[config.mk]
export PLATFORM = sky130hd
export DESIGN_NAME = ibex_rf_wport_ctrl
export DESIGN_NICKNAME = d
export VERILOG_FILES = /design/src/rtl/ibex_rf_ctrl_pkg.sv /design/src/rtl/ibex_rf_wport_ctrl_starve.sv /design/src/rtl/ibex_rf_wport_ctrl.sv
export SDC_FILE = /design/constraint.sdc
export NUM_CORES = 1
export LEC_CHECK = 0
export CORE_UTILIZATION = 43
export DETAILED_ROUTE_END_ITERATION = 10
export HOLD_SLACK_MARGIN = 0.1
export PLACE_DENSITY = 0.85
export SLEW_MARGIN = 20
export SYNTH_ARGS = -nofsm -noshare
export SYNTH_HDL_FRONTEND = slang
export SYNTH_SLANG_ARGS = --single-unit
[constraint.sdc]
create_clock -name clk_i -period 4.7 [get_ports clk_i]
set_input_delay 0.705 -clock clk_i [delete_from_list [all_inputs] [get_ports clk_i]]
set_output_delay 0.705 -clock clk_i [all_outputs]
set_load 0.01 [all_outputs]
[src/rtl/ibex_rf_ctrl_pkg.sv]
// ibex_rf_ctrl_pkg
//   Shared types for the register-file write-port controller.
//   - rf_wport_state_e : controller states (IDLE, CLEAR, FORCE)
//   - rf_wr_req_t      : one write request {we, waddr, wdata}
//   - rf_num_words()   : architectural register count for RV32E / RV32I
//   wdata in rf_wr_req_t is sized for the widest supported register
//   (RfMaxDataWidth); narrower instances use the low DataWidth bits.
package ibex_rf_ctrl_pkg;

    localparam int unsigned RfAddrWidth    = 5;
    localparam int unsigned RfMaxDataWidth = 64;

    typedef enum logic [1:0] {
        IDLE  = 2'd0,
        CLEAR = 2'd1,
        FORCE = 2'd2
    } rf_wport_state_e;

    typedef struct packed {
        logic                      we;
        logic [RfAddrWidth-1:0]    waddr;
        logic [RfMaxDataWidth-1:0] wdata;
    } rf_wr_req_t;

    function automatic int unsigned rf_num_words(input bit rv32e);
        return rv32e ? 16 : 32;
    endfunction

endpackage

[src/rtl/ibex_rf_wport_ctrl_starve.sv]
// ibex_rf_starve_cnt
//   Saturating 4-bit count of consecutive cycles in which the secondary
//   requester lost arbitration.
//   Ports:
//     clk_i   clock
//     rst_ni  asynchronous active-low reset
//     inc_i   request lost this cycle
//     clr_i   request granted or withdrawn this cycle (wins over inc_i)
//     hit_o   the value being loaded this cycle reaches MaxStarve
//   hit_o looks at the next count so the controller can switch to FORCE on
//   the same edge that records the MaxStarve-th lost cycle.
module ibex_rf_starve_cnt #(
    parameter int unsigned MaxStarve = 4
) (
    input  logic clk_i,
    input  logic rst_ni,
    input  logic inc_i,
    input  logic clr_i,
    output logic hit_o
);

    logic [3:0] cnt_reg;
    logic [3:0] cnt_next;

    always_comb begin
        cnt_next = cnt_reg;
        if (clr_i) begin
            cnt_next = 4'd0;
        end else if (inc_i && (cnt_reg != 4'hF)) begin
            cnt_next = cnt_reg + 4'd1;
        end
    end

    assign hit_o = (cnt_next >= 4'(MaxStarve));

    always_ff @(posedge clk_i or negedge rst_ni) begin
        if (!rst_ni) begin
            cnt_reg <= 4'd0;
        end else begin
            cnt_reg <= cnt_next;
        end
    end

endmodule

[src/rtl/ibex_rf_wport_ctrl.sv]
// ibex_rf_wport_ctrl
//   Arbitrates the register file's single write port between the core
//   writeback path (primary) and a debug/abstract-command requester
//   (secondary), and runs a hardware sequence that writes WordZeroVal to
//   every architectural register x1..x(N-1).
//   Ports:
//     clk_i, rst_ni                 clock, asynchronous active-low reset
//     clear_req_i / clear_busy_o    clear request pulse / clear pending or running
//     wb_we_i, wb_waddr_i, wb_wdata_i, wb_stall_o
//                                   primary write; stall means "hold request"
//     sec_req_i, sec_waddr_i, sec_wdata_i, sec_gnt_o
//                                   secondary write, held until sec_gnt_o
//     rf_we_o, rf_waddr_o, rf_wdata_o
//                                   registered write port towards the RF
//   Build option: define IBEX_RF_CLEAR_ON_RESET_EN to start a clear
//   automatically out of reset.
module ibex_rf_wport_ctrl
    import ibex_rf_ctrl_pkg::*;
#(
    parameter bit                   RV32E       = 1'b0,
    parameter int unsigned          DataWidth   = 32,
    parameter logic [DataWidth-1:0] WordZeroVal = '0,
    parameter int unsigned          MaxStarve   = 4
) (
    input  logic                 clk_i,
    input  logic                 rst_ni,
    input  logic                 clear_req_i,
    output logic                 clear_busy_o,
    input  logic                 wb_we_i,
    input  logic [4:0]           wb_waddr_i,
    input  logic [DataWidth-1:0] wb_wdata_i,
    output logic                 wb_stall_o,
    input  logic                 sec_req_i,
    input  logic [4:0]           sec_waddr_i,
    input  logic [DataWidth-1:0] sec_wdata_i,
    output logic                 sec_gnt_o,
    output logic                 rf_we_o,
    output logic [4:0]           rf_waddr_o,
    output logic [DataWidth-1:0] rf_wdata_o
);

    localparam int unsigned NumWords = rf_num_words(RV32E);
    localparam logic [4:0]  LastAddr = 5'(NumWords - 1);

`ifdef IBEX_RF_CLEAR_ON_RESET_EN
    localparam logic ClearPendRst = 1'b1;
`else
    localparam logic ClearPendRst = 1'b0;
`endif

    rf_wport_state_e      state_reg, state_next;
    logic                 clear_pend_reg, clear_pend_next, clear_pend_eff;
    logic [4:0]           clr_addr_reg, clr_addr_next;
    logic                 rf_we_reg;
    logic [4:0]           rf_waddr_reg;
    logic [DataWidth-1:0] rf_wdata_reg;

    rf_wr_req_t acc_req;
    logic       sec_gnt, wb_stall;
    logic       starve_inc, starve_clr, starve_hit;

    // Which request owns the port this cycle. Depends only on state and
    // inputs, so it is kept apart from the next-state logic that consumes
    // the starve counter (which in turn depends on sec_gnt).
    always_comb begin
        sec_gnt  = 1'b0;
        wb_stall = 1'b0;
        acc_req  = '0;
        unique case (state_reg)
            IDLE: begin
                if (wb_we_i) begin
                    acc_req.we    = 1'b1;
                    acc_req.waddr = wb_waddr_i;
                    acc_req.wdata = RfMaxDataWidth'(wb_wdata_i);
                end else if (sec_req_i) begin
                    sec_gnt       = 1'b1;
                    acc_req.we    = 1'b1;
                    acc_req.waddr = sec_waddr_i;
                    acc_req.wdata = RfMaxDataWidth'(sec_wdata_i);
                end
            end
            FORCE: begin
                wb_stall = 1'b1;
                if (sec_req_i) begin
                    sec_gnt       = 1'b1;
                    acc_req.we    = 1'b1;
                    acc_req.waddr = sec_waddr_i;
                    acc_req.wdata = RfMaxDataWidth'(sec_wdata_i);
                end
            end
            CLEAR: begin
                wb_stall      = 1'b1;
                acc_req.we    = 1'b1;
                acc_req.waddr = clr_addr_reg;
                acc_req.wdata = RfMaxDataWidth'(WordZeroVal);
            end
            default: ;
        endcase
    end

    // Starve counter is frozen while clearing.
    assign starve_inc = (state_reg != CLEAR) & sec_req_i & ~sec_gnt;
    assign starve_clr = (state_reg != CLEAR) & (~sec_req_i | sec_gnt);

    ibex_rf_starve_cnt #(
        .MaxStarve (MaxStarve)
    ) u_starve_cnt (
        .clk_i  (clk_i),
        .rst_ni (rst_ni),
        .inc_i  (starve_inc),
        .clr_i  (starve_clr),
        .hit_o  (starve_hit)
    );

    // A clear requested during FORCE is folded in immediately, so FORCE
    // hands straight over to CLEAR and busy is visible in the FORCE cycle.
    always_comb begin
        state_next      = state_reg;
        clear_pend_next = clear_pend_reg;
        clr_addr_next   = clr_addr_reg;
        clear_pend_eff  = clear_pend_reg;
        unique case (state_reg)
            IDLE: begin
                if (clear_req_i || clear_pend_reg) begin
                    state_next      = CLEAR;
                    clear_pend_next = 1'b0;
                    clr_addr_next   = 5'd1;
                end else if (starve_hit) begin
                    state_next = FORCE;
                end
            end
            FORCE: begin
                clear_pend_eff = clear_pend_reg | clear_req_i;
                if (clear_pend_eff) begin
                    state_next      = CLEAR;
                    clear_pend_next = 1'b0;
                    clr_addr_next   = 5'd1;
                end else begin
                    state_next = IDLE;
                end
            end
            CLEAR: begin
                if (clr_addr_reg == LastAddr) begin
                    state_next = IDLE;
                end else begin
                    clr_addr_next = clr_addr_reg + 5'd1;
                end
            end
            default: state_next = IDLE;
        endcase
    end

    always_ff @(posedge clk_i or negedge rst_ni) begin
        if (!rst_ni) begin
            state_reg      <= IDLE;
            clear_pend_reg <= ClearPendRst;
            clr_addr_reg   <= 5'd0;
            rf_we_reg      <= 1'b0;
            rf_waddr_reg   <= 5'd0;
            rf_wdata_reg   <= '0;
        end else begin
            state_reg      <= state_next;
            clear_pend_reg <= clear_pend_next;
            clr_addr_reg   <= clr_addr_next;
            // x0 writes are consumed but never reach the register file.
            rf_we_reg      <= acc_req.we && (acc_req.waddr != 5'd0);
            if (acc_req.we) begin
                rf_waddr_reg <= acc_req.waddr;
                rf_wdata_reg <= acc_req.wdata[DataWidth-1:0];
            end
        end
    end

    generate
        if (DataWidth < RfMaxDataWidth) begin : g_wdata_hi
            logic unused_wdata_hi;
            assign unused_wdata_hi = ^acc_req.wdata[RfMaxDataWidth-1:DataWidth];
        end
    endgenerate

    assign sec_gnt_o    = sec_gnt;
    assign wb_stall_o   = wb_stall;
    assign clear_busy_o = (state_reg == CLEAR) | clear_pend_eff;
    assign rf_we_o      = rf_we_reg;
    assign rf_waddr_o   = rf_waddr_reg;
    assign rf_wdata_o   = rf_wdata_reg;

endmodule
* Yosys cells after proc, flatten, opt, wreduce, memory -nomap -nowiden
Index checks and enable logic that the tools add are counted. Widths: inputs -> output; s select.
Cells by class: mux-type cells 22, eq/ne operators 10, $add $sub $neg 2, reduce and logical (&&, ||, !) cells 11, bitwise logic cells 8, magnitude comparators 1
Operators with widths (number):
- $pmux 70 s3 | 1
- $mux 70 | 2
- $mux 5 | 3
- $pmux 5 s3 | 1
- $mux 4 | 2
- $ne 2x2->1 const B | 4
- $mux 1 | 7
- $mux 2 | 3
- $pmux 2 s3 | 1
- $add 5x1->5 const B | 1
- $eq 5x5->1 const B | 1
- $reduce_bool 5->1 | 1
- $add 4x1->4 const B | 1
- $ge 4x3->1 const B | 1
- $ne 4x4->1 const B | 1
- $pmux 1 s2 | 2
- $reduce_and 4->1 | 1
- $and 1x1->1 | 3
- $ne 3x3->1 const B | 1
- $or 1x1->1 | 3
- $reduce_and 3->1 | 1
- $reduce_bool 3->1 | 1
- $eq 2x1->1 const B | 1
- $eq 2x2->1 const B | 1
- 8 further kinds | 10
Word-level totals: flip-flop bits (word level) 50, logic and storage cells 61, output and inout port bits 41, input port bits 79

* Depth between registers and ports, before layout
word-level depth 12, depth in mapped cells 9, gate-level depth less buffers 7

* Modules after synthesis
A second synthesis with hierarchy kept.
Second synthesis, totals: cell total of the unflattened synthesis 249, area total of the unflattened synthesis 2394.8 um^2
Modules (own cells, without submodules):
- ibex_rf_wport_ctrl | cells an instance 226, instances 1, area each 2153.3 um^2, sequential area each 1126.1 um^2
- ibex_rf_starve_cnt | cells an instance 23, instances 1, area each 241.5 um^2, sequential area each 100.1 um^2

* Least setup slack after synthesis
OpenSTA, ideal clock, no wires.
path type register to output, start point reg state_reg[0], end point out sec_gnt_o, cell stages (with the launch flop) 7, buffers on the path 2, required time 3.995 ns, setup slack 2.650 ns, data arrival time 1.345 ns, cells stage by stage dfrtp_1 inv_1 ha_1 nor2b_4 o21a_1 buf_6 buf_2
On the way: longest elaborated chain between the ends 2
RTL lines:
- from (decl) | RTL line ibex_rf_wport_ctrl.sv:51 | rf_wport_state_e state_reg, state_next;
- from (signal assigned) | RTL line ibex_rf_wport_ctrl.sv:162 | state_reg <= state_next;
- $eq 2x2->1 / $logic_not 2->1 (equally long branches) | RTL line ibex_rf_wport_ctrl.sv:69 | unique case (state_reg)
- $pmux 1 s2 (*) | RTL line ibex_rf_wport_ctrl.sv:69
- to (decl) | RTL line ibex_rf_wport_ctrl.sv:36 | output logic sec_gnt_o,
Every way passes the cells marked *; elsewhere a longest branch is shown, timed or not.

* Final worst setup path
start point reg state_reg[1], end point out clear_busy_o
On the way: longest elaborated chain between the ends 3
RTL lines:
- $eq 2x2->1 | RTL line ibex_rf_wport_ctrl.sv:122 | unique case (state_reg)
- $mux 1 | RTL line ibex_rf_wport_ctrl.sv:122
- $or 1x1->1 (*) | RTL line ibex_rf_wport_ctrl.sv:183 | assign clear_busy_o = (state_reg == CLEAR) | clear_pend_eff;
- to (decl) | RTL line ibex_rf_wport_ctrl.sv:28 | output logic clear_busy_o,
Marked as above.

==> impl_metrics.env <==
export IMPL_fin_nets=446
export IMPL_clock_sinks=49
export IMPL_final_common_cell="clkdlybuf4s50_1"
export IMPL_cts_tree="yes"
export IMPL_syn_inst=249
export IMPL_arrival_ns=2.23
export IMPL_wirelength_um=6510
export IMPL_fin_util=0.706
export IMPL_worstPathMaxFanout=13
export IMPL_die_area_um2=5840
export IMPL_fin_crit_sh=0.625
export IMPL_coreArea_um2=5240
export IMPL_power_density_nw_per_um2=546
export IMPL_fin_area_um2=3700
export IMPL_critPathLaunch="state_reg[1]$_DFFE_PN0P_"
export IMPL_gpl_final_weighted_congestion=0.864
export IMPL_outcome="finished clean"
export IMPL_layout_common_cells="clkdlybuf4s50_1 (118), dfrtp_1 (49), nand2_1 (45)"
export IMPL_clock_path_buffers=2
export IMPL_drc=0
export IMPL_clkTransAtPathRegs_ns=0.09
export IMPL_seqCellArea_um2=1230
export IMPL_holdCritPathClass="in -> async"
export IMPL_syn_avg_cell_area_um2=9.57
export IMPL_drv_slew=0
export IMPL_holdWs_ns=0.403
export IMPL_first_pass_iters=5
export IMPL_cp_start_kind="flop"
export IMPL_pin_count=120
export IMPL_maxSlewHeadroom=0.591
export IMPL_synthArstFlopShare=1.00
export IMPL_netlist_area_um2=2380
export IMPL_critical_path_class="reg -> out"
export IMPL_setup_viol=0
export IMPL_grt_max_degree=71
export IMPL_die_x_um=76.5
export IMPL_cts_setup_buffers=0
export IMPL_rows=26
export IMPL_syn_to_final_growth_pct=55.1
export IMPL_ys_flop_type="dfrtp_1"
export IMPL_drive_above_1_share=0.0444
export IMPL_drt_iter0_markers=135
export IMPL_route_vias_total=2316
export IMPL_irDropWorstVdd_mv=0.327
export IMPL_die_y_um=76.5
export IMPL_leakagePower_nw=1.50
export IMPL_crit_required_ns=3.99
export IMPL_start_util=0.455
export IMPL_placed_area_um2=3600
export IMPL_cts_made_buffers=5
export IMPL_r2r_slack_ns=2.32
export IMPL_hold_viol=0
export IMPL_r2r_start="state_reg[1]$_DFFE_PN0P_"
export IMPL_worst_pin_slew_ns=0.613
export IMPL_port_buffers=119
export IMPL_tns_ns=0
export IMPL_cts_root_buffer="clkbuf_8"
export IMPL_multi_input_area_um2=1070
export IMPL_r2r_cells=7
export IMPL_grt_pass1_wl_um=10800
export IMPL_antenna_found_initial=0
export IMPL_clock_latency_ns=0.29
export IMPL_largest_reg_flops=32
export IMPL_drtAntennaViolNets=0
export IMPL_synth_cell_type_count=32
export IMPL_viasPerCell=5.39
export IMPL_ys_seq_elements=49
export IMPL_cts_htree_levels=2
export IMPL_max_freq_ghz=0.341
export IMPL_worst_clock_skew_ns=0.00684
export IMPL_critPathCaptureType="output port"
export IMPL_rsz0062_at_grt="false"
export IMPL_antenna_cells=0
export IMPL_global_route_usage_total=0.227
export IMPL_maxCapViolCount=0
export IMPL_yosys_warnings=0
export IMPL_synth_edff_count=0
export IMPL_grt_pass1_vias=2337
export IMPL_cts_resized=0
export IMPL_fillers=399
export IMPL_postCtsHoldBufs=0
export IMPL_period_minus_slack_ns=2.94
export IMPL_ys_seq_area_frac=0.514
export IMPL_reg2reg_to="rf_wdata_o[0]$_DFFE_PN0P_"
export IMPL_dp_hpwl_um=4740
export IMPL_synthesis_nets=335
export IMPL_overflow=0
export IMPL_wl_per_cell_um=15.1
[cell families (layout without fill, tap and decap cells)]
family | Yosys count | in the layout | share of synthesized area
muxes | 1 | 1 | 0.00472
AOI/OAI and AO/OA | 103 | 103 | 0.275
adders and majority gates | 7 | 7 | 0.0367
DFF | 49 | 49 | 0.514
and+or+nand+nor | 67 | 67 | 0.129
buffers and inverters | 22 | 133 | 0.0399
[final cells by class]
class | instances | area share
Timing Repair Buffer | 121 | 0.326
Multi-Input combinational cell | 178 | 0.289
Sequential cell | 49 | 0.332
Inverter | 5 | 0.00508
Tap cell | 70 | 0.0237
Clock buffer | 6 | 0.0223
Clock inverter | 1 | 0.00203
[how the worst max path moves through the flow]
| stage | slack, ns | cells after the start | end |
|---|---|---|---|
| finish | 1.76 | 5 | clear_busy_o |
| global route | 1.65 | 5 | clear_busy_o |
| CTS | 1.81 | 5 | clear_busy_o |
| detailed placement | 1.92 | 4 | sec_gnt_o |
| global placement | 1.93 | 4 | sec_gnt_o |
| floorplan | 2.65 | 6 | sec_gnt_o |
[metrics by stage]
| stage | total power, mW | worst slack [ns] | std cells |
|---|---|---|---|
| after floorplan | 1.24 | 2.65 | 249 |
| after global placement | 1.74 | 1.93 | 423 |
| after detailed placement | 1.77 | 1.92 | 423 |
| after CTS | 2.03 | 1.81 | 430 |
| after global routing | 2.16 | 1.65 | 430 |
| final | 2.02 | 1.76 | 430 |
[cells in the mapped netlist (2+ instances only)]
cell type | count | area, um^2
nor2_1 | 5 | 18.8
nand4b_1 | 2 | 17.5
dfrtp_1 | 49 | 1230
o21ai_1 | 3 | 15.0
a21oi_1 | 9 | 45.0
o21ai_0 | 43 | 215
nor3_1 | 2 | 10.0
inv_1 | 5 | 18.8
nand3_1 | 2 | 10.0
ha_1 | 7 | 87.6
buf_2 | 4 | 20.0
a222oi_1 | 5 | 50.1
nand2_1 | 45 | 169
nand2b_1 | 3 | 18.8
a22oi_1 | 34 | 255
o21a_1 | 2 | 15.0
and2_1 | 2 | 12.5
clkbuf_1 | 11 | 41.3
and3_1 | 3 | 18.8
[worst max-delay path: stages (launching register included)]
cell             delay (ns)
dfrtp_1                0.42
inv_1                  0.11
ha_1                   0.47
inv_1                  0.27
nand2_1                0.13
clkdlybuf4s50_1        0.54
[report_power, final]
part / internal, mW / switching (mW) / total (mW)
registers: 0.607 / 0.117 / 0.724
clock network: 0.117 / 0.136 / 0.253
logic: 0.520 / 0.520 / 1.04
[metal layers]
metal / track usage / wire (um) / up-vias
met3: 0.0491 / 427 / 11
li1: - / - / 1125
met4: 0.0731 / 112 / 0
met2: 0.406 / 3270 / 95
met5: 0 / 0 / -
met1: 0.270 / 2700 / 1085
Power figures use the tool's default switching activity.
